===== config.mk =====
export PLATFORM = sky130hd
export DESIGN_NAME = seq_detector
export DESIGN_NICKNAME = d
export VERILOG_FILES = /design/src/rtl/seq_detector.sv
export SDC_FILE = /design/constraint.sdc
export NUM_CORES = 1
export LEC_CHECK = 0
export CAP_MARGIN = 20
export CORE_UTILIZATION = 35
export CTS_BUF_LIST = sky130_fd_sc_hd__clkbuf_4 sky130_fd_sc_hd__clkbuf_8 sky130_fd_sc_hd__clkbuf_16
export CTS_CLUSTER_DIAMETER = 200
export DETAILED_ROUTE_END_ITERATION = 10
export HOLD_SLACK_MARGIN = 0.03
export PLACE_DENSITY = 0.61
export SYNTH_ARGS = -nofsm -noshare
export SYNTH_HDL_FRONTEND = slang
export SYNTH_SLANG_ARGS = --single-unit
export TNS_END_PERCENT = 20

===== constraint.sdc =====
create_clock -name clk -period 2.95 [get_ports clk]
set_clock_uncertainty 0.2 [all_clocks]
set_input_delay 0.295 -clock clk [delete_from_list [all_inputs] [get_ports clk]]
set_output_delay 0.295 -clock clk [all_outputs]
set_load 0.005 [all_outputs]

===== src/rtl/seq_detector.sv =====
// Serial detector for the MSB-first pattern 1-0-1-1-0 with a registered match pulse and a stretched LED flag.
// Define SEQ_DET_CNT_EN to add the clr input and the saturating match_cnt output.
module seq_detector #(
  parameter int OVERLAP  = 1,
  parameter int HOLD_CYC = 4,
  parameter int CNT_W    = 8
) (
  input  logic             clk,
  input  logic             rst_n,
  input  logic             din,
  input  logic             din_vld,
`ifdef SEQ_DET_CNT_EN
  input  logic             clr,
  output logic [CNT_W-1:0] match_cnt,
`endif
  output logic             det,
  output logic             det_led,
  output logic [2:0]       state
);

  // din is consumed only on edges where din_vld=1; there is no backpressure,
  // so one qualified bit is accepted every cycle it is offered.

  localparam int HOLD_W = 16 + 0 * CNT_W;
  localparam logic [HOLD_W-1:0] HOLD_LD = HOLD_W'(HOLD_CYC);

  typedef enum logic [2:0] {
    S0 = 3'd0,
    S1 = 3'd1,
    S2 = 3'd2,
    S3 = 3'd3,
    S4 = 3'd4
  } state_t;

  state_t            state_q;
  state_t            state_d;
  logic              match;
  logic [HOLD_W-1:0] hold_q;

  always_ff @(posedge clk) begin
    if (!rst_n) begin
      state_q <= S0;
    end else begin
      state_q <= state_d;
    end
  end

  always_comb begin
    state_d = state_q;
    match   = 1'b0;
    case (state_q)
      S0: if (din_vld) state_d = din ? S1 : S0;
      S1: if (din_vld) state_d = din ? S1 : S2;
      S2: if (din_vld) state_d = din ? S3 : S0;
      S3: if (din_vld) state_d = din ? S4 : S2;
      S4: begin
        if (din_vld) begin
          if (din) begin
            state_d = S1;
          end else begin
            match   = 1'b1;
            // The trailing "10" of a match is itself a valid prefix.
            state_d = (OVERLAP != 0) ? S2 : S0;
          end
        end
      end
      default: state_d = S0;
    endcase
  end

  always_ff @(posedge clk) begin
    if (!rst_n) begin
      det    <= 1'b0;
      hold_q <= '0;
    end else begin
      det <= match;
      if (match) begin
        hold_q <= HOLD_LD;
      end else if (hold_q != '0) begin
        hold_q <= hold_q - HOLD_W'(1);
      end
    end
  end

  assign det_led = (hold_q != '0);
  assign state   = state_q;

`ifdef SEQ_DET_CNT_EN
  localparam logic [CNT_W-1:0] CNT_MAX = '1;

  always_ff @(posedge clk) begin
    if (!rst_n) begin
      match_cnt <= '0;
    end else if (clr) begin
      match_cnt <= '0;
    end else if (match && (match_cnt != CNT_MAX)) begin
      match_cnt <= match_cnt + CNT_W'(1);
    end
  end
`endif

endmodule


; ---- Word-level counts from Yosys, hierarchy flattened
; Index checks and enable logic that the tools add are counted.
[totals]
ff_bits = 20
out_inout_bits = 5
word_cells = 34
[op_classes]
n_addsub = 1
n_eq_ne = 8
muxes = 14
bitwise_logic = 1
reduce_logical = 6
[op_table]
columns = operator, count
row1 = two-way mux 3 bit, 7
row2 = nonzero test 16 bit, 1
row3 = subtractor 16 x 1 -> 16 bit (second input constant), 1
row4 = case mux 3 bit (4 select lines), 1
row5 = equality test 3 x 2 -> 1 bit (second input constant), 2
row6 = inequality test 2 bit (second input constant), 3
row7 = two-way mux 1 bit, 4
row8 = two-way mux 2 bit, 2
row9 = AND reduction 4 bit, 1
row10 = OR reduction 2 bit, 2
row11 = equality test 3 x 1 -> 1 bit (second input constant), 1
row12 = equality test 3 bit (second input constant), 1
row13 = logical NOT 3 bit, 1
row14 = inequality test 2 x 1 -> 1 bit (second input constant), 1
row15 = nonzero test 2 bit, 1
row16 = inverter 1 bit, 1

; ---- Longest topological paths before layout
[logic_depth]
word_depth = 4
ltp_mapped = 8

; ---- Worst setup path after synthesis
; No wires, ideal clock.
[synth_timing]
path_kind = register -> register
startpoint = register hold_q[0]
endpoint = register hold_q[2]
t_arrival_ns = 1.693
slack_ns = 0.942
path_stages_with_launch = 9
path_buffers = 1
period_less_slack_ns = 2.008
path_cell_list = dfxtp_1 inv_1 ha_1 nor4b_2 and4_4 buf_6 inv_4 and3_1 o21a_1
[synth_between]
elab_cells_between_ends = 5
classes_between = add/sub (1) / mux (2) / reduce/logical (2)
[synth_lines]
columns = element, line_no
row1 = start: declaration, 38  ; logic [HOLD_W-1:0] hold_q;
row2 = start signal: assignment, 80  ; hold_q <= hold_q - HOLD_W'(1);
row3 = nonzero test 16 bit, -
row4 = net det_led, 17  ; output logic det_led,
row5 = nonzero test 2 bit (no source line), -
; The timed path passes the listed nets, and every way through them passes these cells. The select of a mux whose other input is x is not followed.
; A chain may end at the register's enable or synchronous reset.

; ---- Final worst setup path
[layout_timing]
startpoint = register hold_q[0]
endpoint = output det_led
[layout_between]
elab_chain_len = 1
[layout_rtl]
columns = element, line_no
row1 = nonzero test 16 bit, 85  ; assign det_led = (hold_q != '0);
row2 = end: declaration, 17
; Every way passes these cells.

==> results.yml <==
run_status:
  status: "finished clean"
final_layout:
  area_growth_pct: 14.4
  multi_input_area_um2: 622
  seqCellArea_um2: 400
  n_fill_cell: 289
  antenna_cells: 0
  fin_nets: 140
  drive_gt1_frac: 0.0821
synth:
  synth-async-reset-ratio: 0
  synth_warnings: 0
  syn_avg_cell_area_um2: 8.48
  synth_fp_nets: 129
  synth_area_mm2: 0.00105
  yosysSeqAreaShare: 0.381
  ys_types: 39
  synth_flop_cell: "dfxtp_1"
  ys_ff_latch: 20
  synth_edf_count: 0
  syn_inst: 124
die:
  coreArea_mm2: 0.00281
  die_w_um: 56.8
  dieArea_mm2: 0.00323
  die_h_um: 56.8
  initial_core_util: 0.375
  rows: 19
  num_io_pins: 9
drt:
  routed_wl_um: 2110
  drcViolationCount: 0
  wl_per_cell_um: 12.8
  vias: 950
  ant_nets: 0
  viasPerCell: 5.76
  drtPass1Iterations: 4
  drtIter0Drc: 30
sta:
  setup_viol: 0
  worst_pin_slew_ns: 0.708
  max_slew_margin: 0.524
  fin_tns_setup_ns: 0
  finalCritPeriodShare: 0.914
  rsz0062_at_grt: "no"
  max_freq_mhz: 371
  report.final.slew_viol_count: 0
  hold_viol: 0
  finalWorstSetupSlack_ns: 0.255
  period_needed_ns: 2.70
cts:
  cts_tree: "done"
  cts.sinks: 20
  h-tree-depth: 1
  clk_pin_slew_worst_paths_ns: 0.11
  cts_hold_buffers: 0
  insertion_delay_ns: 0.29
  numCtsBuffers: 3
  cts_resized: 0
  root_buffer: "clkbuf_4"
  clk_path_buf_depth: 2
  post-cts-setup-buffers: 0
placed_design:
  routabilityCongestion: 0.803
  post-dp-hpwl_um: 1580
  place_ws_ns: 0.464
  io_buffers: 8
worst_setup_path:
  critical_path.max_fanout: 14
  worstSetupStartpointType: "register"
  required_ns: 2.46
  cp_data_arrival_time_ns: 2.20
  end_kind: "primary output"
  crit_type: "reg -> out"
global_route:
  overflow: 0
  grt_max_degree: 15
  antenna_found_initial: 0
  track_usage: 0.144
  first_global_vias: 858
  grt_pass1_wl_um: 3600
power_and_ir_drop:
  power_uw: 1310
  peakVddDrop_v: 0.000565
  total_leakage_power_uw: 0.000433
  power_density_mw_per_mm2: 1090
run:
  drv_cap: 0
hold_path:
  holdCritPathClass: "reg -> reg"
final timing paths:
check	from	to	slack (ns)	cells after the start
worst max-delay path	hold_q[0]	det_led	0.25	6
worst min-delay path	hold_q[10]	hold_q[10]	0.29	2
worst max register to register	hold_q[0]	hold_q[8]	0.84	5
worst min register to register	hold_q[10]	hold_q[10]	0.29	2
synth_stat cells (2+ instances only):
library cell | count | share of area
o21ai_0 | 5 | 0.024
and3_1 | 2 | 0.012
nor4_1 | 4 | 0.024
nor3_1 | 4 | 0.019
a21boi_0 | 2 | 0.014
a21oi_1 | 12 | 0.057
o22ai_1 | 2 | 0.012
nand2b_1 | 3 | 0.018
o21a_1 | 3 | 0.021
nand3b_1 | 2 | 0.014
dfxtp_1 | 20 | 0.38
o211ai_1 | 2 | 0.014
or4_1 | 6 | 0.043
inv_1 | 3 | 0.011
nand2_1 | 12 | 0.043
or3_1 | 6 | 0.036
o31ai_1 | 2 | 0.014
nand3_1 | 3 | 0.014
nor2_1 | 6 | 0.021
nor2b_1 | 4 | 0.024
nand4_1 | 3 | 0.018
sequential cells by signal (all words and copies together) (netlist names):
register and count:
hold_q 16, state 3, det 1
power by group:
| part | internal (uW) | total [uW] | leakage [uW] | switching (uW) |
|---|---|---|---|---|
| clock | 75.2 | 156 | 0.0000210 | 81.1 |
| combinational | 318 | 673 | 0.000249 | 355 |
| sequential | 361 | 484 | 0.000164 | 124 |
| total | 754 | 1310 | 0.000433 | 559 |
layout make-up:
type,instances,share of cell area
clock buffer,4,0.0302
sequential,20,0.333
inverter,4,0.0146
multi-input combinational,97,0.517
tap,31,0.0323
timing repair buffer,9,0.0728
placed cells by master (no fill, tap or decap), types with 2 or more instances in the layout:
cell             synthesis  layout
nand2b_1                 3       3
o31ai_1                  2       2
nand2_1                 12      12
o22ai_1                  2       2
nor4_1                   4       4
nand3b_1                 2       2
or4_1                    6       6
and3_1                   2       2
clkbuf_4                 0       3
nor3_1                   4       4
nor2b_1                  4       4
o21a_1                   3       3
nand4_1                  3       3
nand3_1                  3       3
dfxtp_1                 20      20
o211ai_1                 2       2
clkdlybuf4s50_1          0       8
or3_1                    6       6
o21ai_0                  5       5
a21boi_0                 2       2
inv_1                    3       3
nor2_1                   6       6
a21oi_1                 12      12
layer usage:
| metal | up-vias | wire, um | global-route usage |
|---|---|---|---|
| met4 | 0 | 73 | 0.101 |
| met5 | - | 0 | 0 |
| li1 | 488 | - | - |
| met3 | 8 | 36 | 0.0207 |
| met1 | 438 | 1050 | 0.178 |
| met2 | 16 | 955 | 0.230 |
through the flow:
stage | area (um2) | util | std cells | hold WS [ns]
after CTS | 1190 | 0.426 | 165 | 0.301
after detailed placement | 1160 | 0.413 | 161 | 0.286
final | 1200 | 0.429 | 165 | 0.294
after global placement | 1160 | 0.413 | 161 | 0.267
after global routing | 1200 | 0.429 | 165 | 0.327
after floorplan | 1050 | - | 124 | 0.213
critical path: stages, from the launching register on:
cell	delay [ns]
dfxtp_1	0.34
inv_1	0.09
ha_1	0.24
nor4b_4	0.35
and4_4	0.40
inv_4	0.05
clkdlybuf4s50_1	0.44
cells by family (layout without fill, tap and decap cells):
kind of cell / after synthesis / after routing / synth area share
and+or+nand+nor: 63 / 63 / 0.373
xor gates and xnor gates: 1 / 1 / 0.00833
AOI/OAI and AO/OA: 31 / 31 / 0.181
buffers and inverters: 7 / 17 / 0.0357
muxes: 1 / 1 / 0.00952
adders and majority gates: 1 / 1 / 0.0119
DFF: 20 / 20 / 0.381
No activity file was read; power rests on OpenSTA's default activity.
